===== src/rtl/drawfont_stream.sv =====
// Glyph rasteriser: fetches column-major font words and streams scaled, clipped
// pixel coordinates to the framebuffer writer through a single-entry valid/ready register.
module drawfont_stream #(
    parameter int DATA_WIDTH = 8,
    parameter int GLYPH_W    = 5,
    parameter int GLYPH_H    = 8,
    parameter int ADDR_WIDTH = 11
) (
    input  logic                  clk,
    input  logic                  reset_n,
    input  logic                  start,
    input  logic [DATA_WIDTH-1:0] x0,
    input  logic [DATA_WIDTH-1:0] y0,
    input  logic [DATA_WIDTH-1:0] char,
    input  logic [DATA_WIDTH-1:0] scale_x,
    input  logic [DATA_WIDTH-1:0] scale_y,
    input  logic                  opaque,
    output logic                  busy,
    output logic                  done,
    output logic [ADDR_WIDTH-1:0] rom_addr,
    input  logic [GLYPH_H-1:0]    rom_data,
    output logic                  out_valid,
    input  logic                  out_ready,
    output logic [DATA_WIDTH-1:0] out_x,
    output logic [DATA_WIDTH-1:0] out_y,
    output logic                  out_fg
);

    localparam int CW = DATA_WIDTH + 4;
    localparam logic [CW-1:0] LIMIT    = {4'b0001, {DATA_WIDTH{1'b0}}};
    localparam logic [3:0]    LAST_COL = 4'(GLYPH_W - 1);
    localparam logic [3:0]    LAST_ROW = 4'(GLYPH_H - 1);

    localparam logic [2:0] S_IDLE  = 3'd0;
    localparam logic [2:0] S_FETCH = 3'd1;
    localparam logic [2:0] S_DRAW  = 3'd2;
    localparam logic [2:0] S_DRAIN = 3'd3;
    localparam logic [2:0] S_DONE  = 3'd4;

    logic [2:0]            state;
    logic                  fetch_ph;
    logic [DATA_WIDTH-1:0] y0_q, scale_x_q, scale_y_q;
    logic                  opaque_q;
    logic [GLYPH_H-1:0]    col_reg;
    logic [3:0]            col, row;
    logic [DATA_WIDTH-1:0] sx, sy;
    logic [CW-1:0]         col_x, pix_x, row_y, pix_y;

    logic [ADDR_WIDTH-1:0] base_addr;
    logic [15:0]           col_ext;
    logic                  pix_bit, clipped, emit, advance;
    logic                  last_sx, last_sy;

    // Bases saturate at LIMIT so the narrow accumulators can never wrap back into range.
    function automatic logic [CW-1:0] sat_add(input logic [CW-1:0] a,
                                              input logic [DATA_WIDTH-1:0] b);
        logic [CW-1:0] s;
        s = a + CW'(b);
        return (s > LIMIT) ? LIMIT : s;
    endfunction

    assign base_addr = ADDR_WIDTH'(int'(char) * GLYPH_W);
    assign col_ext   = 16'(col_reg);
    assign pix_bit   = col_ext[row];
    assign clipped   = (pix_x >= LIMIT) || (pix_y >= LIMIT);
    assign emit      = !clipped && (opaque_q || pix_bit);
    assign advance   = (state == S_DRAW) && (!out_valid || out_ready);
    assign last_sx   = (sx == scale_x_q - 1'b1);
    assign last_sy   = (sy == scale_y_q - 1'b1);

    assign busy = (state != S_IDLE);
    assign done = (state == S_DONE);

    always_ff @(posedge clk or negedge reset_n) begin
        if (!reset_n) begin
            state     <= S_IDLE;
            fetch_ph  <= 1'b0;
            y0_q      <= '0;
            scale_x_q <= '0;
            scale_y_q <= '0;
            opaque_q  <= 1'b0;
            col_reg   <= '0;
            col       <= '0;
            row       <= '0;
            sx        <= '0;
            sy        <= '0;
            col_x     <= '0;
            pix_x     <= '0;
            row_y     <= '0;
            pix_y     <= '0;
            rom_addr  <= '0;
        end else begin
            case (state)
                S_IDLE: begin
                    if (start) begin
                        y0_q      <= y0;
                        scale_x_q <= (scale_x == '0) ? DATA_WIDTH'(1) : scale_x;
                        scale_y_q <= (scale_y == '0) ? DATA_WIDTH'(1) : scale_y;
                        opaque_q  <= opaque;
                        rom_addr  <= base_addr;
                        col       <= '0;
                        row       <= '0;
                        sx        <= '0;
                        sy        <= '0;
                        col_x     <= CW'(x0);
                        pix_x     <= CW'(x0);
                        row_y     <= CW'(y0);
                        pix_y     <= CW'(y0);
                        fetch_ph  <= 1'b0;
                        state     <= S_FETCH;
                    end
                end
                S_FETCH: begin
                    if (!fetch_ph) begin
                        fetch_ph <= 1'b1;
                    end else begin
                        fetch_ph <= 1'b0;
                        col_reg  <= rom_data;
                        state    <= S_DRAW;
                    end
                end
                S_DRAW: begin
                    if (advance) begin
                        if (!last_sx) begin
                            sx    <= sx + 1'b1;
                            pix_x <= pix_x + 1'b1;
                        end else begin
                            sx    <= '0;
                            pix_x <= col_x;
                            if (!last_sy) begin
                                sy    <= sy + 1'b1;
                                pix_y <= pix_y + 1'b1;
                            end else begin
                                sy <= '0;
                                if (row != LAST_ROW) begin
                                    row   <= row + 1'b1;
                                    row_y <= sat_add(row_y, scale_y_q);
                                    pix_y <= sat_add(row_y, scale_y_q);
                                end else begin
                                    row   <= '0;
                                    row_y <= CW'(y0_q);
                                    pix_y <= CW'(y0_q);
                                    col_x <= sat_add(col_x, scale_x_q);
                                    pix_x <= sat_add(col_x, scale_x_q);
                                    if (col == LAST_COL) begin
                                        state <= S_DRAIN;
                                    end else begin
                                        col      <= col + 1'b1;
                                        rom_addr <= rom_addr + 1'b1;
                                        state    <= S_FETCH;
                                    end
                                end
                            end
                        end
                    end
                end
                S_DRAIN: begin
                    if (!out_valid) state <= S_DONE;
                end
                S_DONE:  state <= S_IDLE;
                default: state <= S_IDLE;
            endcase
        end
    end

    always_ff @(posedge clk or negedge reset_n) begin
        if (!reset_n) begin
            out_valid <= 1'b0;
            out_x     <= '0;
            out_y     <= '0;
            out_fg    <= 1'b0;
        end else if (advance) begin
            out_valid <= emit;
            if (emit) begin
                out_x  <= pix_x[DATA_WIDTH-1:0];
                out_y  <= pix_y[DATA_WIDTH-1:0];
                out_fg <= pix_bit;
            end
        end else if (out_ready) begin
            out_valid <= 1'b0;
        end
    end

endmodule


===== config.mk =====
export PLATFORM = sky130hd
export DESIGN_NAME = drawfont_stream
export DESIGN_NICKNAME = d
export VERILOG_FILES = /design/src/rtl/drawfont_stream.sv
export SDC_FILE = /design/constraint.sdc
export NUM_CORES = 1
export LEC_CHECK = 0
export ABC_AREA = 1
export CORE_MARGIN = 2
export CORE_UTILIZATION = 28
export DETAILED_ROUTE_END_ITERATION = 7
export GPL_TIMING_DRIVEN = 0
export SLEW_MARGIN = 5
export SYNTH_ARGS = -nofsm -noshare
export SYNTH_HDL_FRONTEND = slang
export SYNTH_SLANG_ARGS = --single-unit
export TNS_END_PERCENT = 30

===== constraint.sdc =====
create_clock -name clk -period 2.7 [get_ports clk]
set_input_delay 0.405 -clock clk [delete_from_list [all_inputs] [get_ports clk]]
set_output_delay 0.405 -clock clk [all_outputs]
set_load 0.005 [all_outputs]

==> results.md <==
- The run finished with clean final reports.
- The initial cell density of the core is 28.5%.
- After synthesis, the share of flip-flops with an asynchronous set or reset is 100%.
- The CTS tree is yes.
- The number of max-capacitance violations reported is 0.
- The number of global-route vias before repair was 8774.
- The final clock period utilization by the worst path is 95.7%.
- Summed over all layers, the routed wires come to 28.3 mm.
- The routed design could run at a clock period as short as 2.58 ns.
- The max-slew headroom at the worst pin is 49.9%.
- Clock tree synthesis selected as its root buffer the cell sky130_fd_sc_hd__clkbuf_16.
- The final-report max-slew violation count came to 0.
- The data arrival time of the worst path is 2.95 ns.
- For this run, the detailed router's first-pass iteration total came to 7.
- Combinational logic burns 35.6% of the power.
- The chip height is 186 µm.
- The clock slew seen by the registers of the worst setup and hold paths is 0.07 ns.
- Dividing the detail-routed via count by the number of cells gives 4.82.
- The die is 186 µm wide.
- The die covers 0.0346 mm².
- The setup clock skew after layout is 0.0118 ns.
- In the layout the commonest cells are sky130_fd_sc_hd__nand2_1, sky130_fd_sc_hd__dfrtp_1, sky130_fd_sc_hd__inv_1, sky130_fd_sc_hd__nor2_1, sky130_fd_sc_hd__nand3_1.
- The flip-flop and latch count after synthesis is 138.
- STA classifies the critical path startpoint as a flop.
- The most area-hungry cell type in the Yosys netlist is sky130_fd_sc_hd__dfrtp_1.
- The clock passes through at most 2 buffers.
- The total DRC errors in the routed layout is 0.
- For the worst-skew pair, the clock arrives at the later sink with an insertion delay of 0.44 ns.
- The area growth from synthesis to layout is 24.7%.
- Power comes to 8.36 mW.
- The total number of H-tree levels is 4.
- In this run the worst path has a maximum fanout of 10.
- After the last flow step, the layout net total stands at 1502.
- The fraction of the yosys area taken by sequential cells is 37.2%.
- STA classifies the critical path endpoint as a flop.
- The share of total power consumed by net switching is 38.4%.
- In the final layout, the multi-input gates occupy 0.00529 mm².
- The number of antenna violations at the first check in global routing is 0.
- The global placement routability congestion is 0.853.
- The antenna diode count is 0.
- The number of I/O pins is 84.
- The mean instance size in the synthesized netlist is 7.15 µm².
- The top-area cell type share of the netlist area is 37.2%.
- The net switching power of the design is 3.21 mW.
- Based on the critical path, the design can be clocked at up to 0.387 GHz.
- Leaving out fill and tap cells, the most frequent cell in the layout is sky130_fd_sc_hd__nand2_1.
- At the pin with the least slew margin, the transition time is 0.751 ns.
- IR analysis of the VDD net gives a maximum drop of 0.440 mV.
- Clock tree synthesis inserted a total of 17 buffers.
- The remaining antenna violation count after routing is 0.
- Power spread over the standard cell area amounts to 723 mW/mm².
- Synthesis produced 1296 cells.
- By area the synthesized netlist is led by sky130_fd_sc_hd__dfrtp_1, sky130_fd_sc_hd__nand2_1, sky130_fd_sc_hd__nand3_1.
- The prevailing post-synth register cell is sky130_fd_sc_hd__dfrtp_1.
- The post-route netlist has 9.58% of its cells at a drive strength greater than 1.
- The first global-routing pass estimated 45.6 mm of wire.
- The synthesized netlist occupies a cell area of 0.00927 mm².
- Entering global routing, the biggest net connects 83 pins.
- The setup TNS after final layout is 0 ns.
- The area of the core is 0.0325 mm².
- Detailed placement finished with a half-perimeter wire length of 21.7 mm.
- The leakage power is 5.50 nW.
- The clock net sink count is 138.
- The total routing resource utilization after global routing is 17.0%.
- The part of the power in registers is 36.0%.
- The count of input and output buffers is 83.
- STA puts the critical path data required time at 3.07 ns.
- Setup violations remaining at the end of the flow were counted as 0.
- Counting the fill cells in the layout gives 3423.
- The warning count from the yosys run is 0.
- The number of vias after detailed routing is 8961.
- Setup repair after global routing could not meet its margin everywhere.
- The first routing iteration left 723 violations.
- In this run, synthesis inferred 0 flip-flops with an integrated enable.
- The worst hold path belongs to the class reg -> reg.
- The detailed-route wire length per cell is 15.2 µm.
- Cell internal power was estimated by the tool at 5.15 mW.
- Counting every net in the synthesized netlist gives 1392.
- The kind of critical path is reg -> reg.
- The initialized floorplan defines 66 standard-cell rows.
- The total count of hold-check failures in the final report is 0.
- Synthesis instantiated 49 different standard cells from the library.
- The total overflow left after global routing is 0.
- In the final layout, flip-flops and latches occupy 0.00346 mm².
- The clock share of power is 28.4%.
cell type report:
| cell class | count | area share, % |
|---|---|---|
| clock inverter | 14 | 1.18 |
| clock buffer | 18 | 3.80 |
| tap | 442 | 4.78 |
| buffer | 36 | 1.80 |
| timing repair buffer | 90 | 7.95 |
| inverter | 148 | 4.83 |
| multi-input combinational | 975 | 45.8 |
| sequential | 138 | 29.9 |
stage by stage:
step | instance area [µm²] | cells | utilization [%] | hold slack [ns] | setup slack, ns
floorplan | 9270 | 1296 | - | 0.109 | 0.474
global placement | 10700 | 1821 | 32.8 | 0.455 | -4.70
detailed placement | 10700 | 1822 | 32.8 | 0.432 | -0.234
CTS | 11300 | 1855 | 34.7 | 0.475 | -0.00363
global route | 11600 | 1861 | 35.5 | 0.499 | -0.0911
finish | 11600 | 1861 | 35.5 | 0.474 | 0.117
cells in the mapped netlist (4+ instances only):
cell,count
sky130_fd_sc_hd__clkbuf_1,17
sky130_fd_sc_hd__nor2_2,9
sky130_fd_sc_hd__nand3b_1,5
sky130_fd_sc_hd__nand2_2,4
sky130_fd_sc_hd__a21boi_0,7
sky130_fd_sc_hd__o21ai_1,13
sky130_fd_sc_hd__xor2_1,39
sky130_fd_sc_hd__buf_2,10
sky130_fd_sc_hd__dfrtp_1,138
sky130_fd_sc_hd__a21oi_1,63
sky130_fd_sc_hd__mux2_2,8
sky130_fd_sc_hd__inv_1,138
sky130_fd_sc_hd__inv_2,9
sky130_fd_sc_hd__nor2_1,137
sky130_fd_sc_hd__nand3_1,118
sky130_fd_sc_hd__or2_2,4
sky130_fd_sc_hd__o21ai_0,69
sky130_fd_sc_hd__nor4_1,4
sky130_fd_sc_hd__nor3_1,25
sky130_fd_sc_hd__xnor2_1,12
sky130_fd_sc_hd__ha_1,40
sky130_fd_sc_hd__o21bai_1,9
sky130_fd_sc_hd__o22ai_1,6
sky130_fd_sc_hd__nand4_1,19
sky130_fd_sc_hd__buf_6,5
sky130_fd_sc_hd__nand2_1,354
logic make-up after synthesis:
logic type | after synthesis | share of synthesized area [%]
adder cells (fa/ha/maj) | 43 | 6.05
buffers and inverters | 184 | 8.11
XOR/XNOR | 52 | 4.99
AO/OA/AOI/OAI | 179 | 10.5
AND/OR/NAND/NOR | 691 | 32.0
multiplexers | 9 | 1.08
flip-flops | 138 | 37.2
power by group through the flow:
stage	Combinational, mW	Clock, mW	Sequential (mW)
2_1_floorplan	2.02	0	2.89
3_3_place_gp	2.73	0	3.03
3_5_place_dp	2.80	0	3.03
4_1_cts	2.82	2.39	3.00
5_1_grt	3.44	2.49	3.08
6_report	2.98	2.38	3.01
routing by layer:
layer,GRT usage [%],wire length (µm),up-vias
met5,0,0,-
met4,4.88,578,0
met3,3.83,1550,46
met2,28.0,13300,240
met1,22.4,12900,4244
li1,-,-,4431
critical path: stages, from the launching register on:
cell and delay, ns:
sky130_fd_sc_hd__dfrtp_2 0.45, sky130_fd_sc_hd__inv_2 0.10, sky130_fd_sc_hd__ha_1 0.20, sky130_fd_sc_hd__nand2_2 0.09, sky130_fd_sc_hd__nor2_2 0.12, sky130_fd_sc_hd__nand2_1 0.10, sky130_fd_sc_hd__xnor2_1 0.20, sky130_fd_sc_hd__nand3_2 0.16
sky130_fd_sc_hd__nor2_2 0.20, sky130_fd_sc_hd__buf_4 0.20, sky130_fd_sc_hd__buf_6 0.15, sky130_fd_sc_hd__nand4_1 0.14, sky130_fd_sc_hd__o21bai_4 0.18, sky130_fd_sc_hd__nand2_1 0.08, sky130_fd_sc_hd__a21oi_1 0.15
worst paths after layout:
check	startpoint	end	slack (ns)	cells past startpoint
setup / recovery	scale_y_q[0]	pix_x[5]	0.12	14
hold / removal	y0_q[2]	y0_q[2]	0.47	2
setup reg to reg	scale_y_q[0]	pix_x[5]	0.12	14
hold reg to reg	y0_q[2]	y0_q[2]	0.47	2
max in group asynchronous	reset_n	row_y[8]	1.39	3
min in group asynchronous	reset_n	pix_x[4]	0.49	2
repair_timing:
action	4_1_cts	5_1_grt
hold buffers	1	0
resized for setup	3	50
gates cloned	0	1
pin swaps	1	7
buffers inserted	0	5
setup endpoints to repair	30	91
endpoints found under the hold margin	56	0
Power figures use the tool's default switching activity.
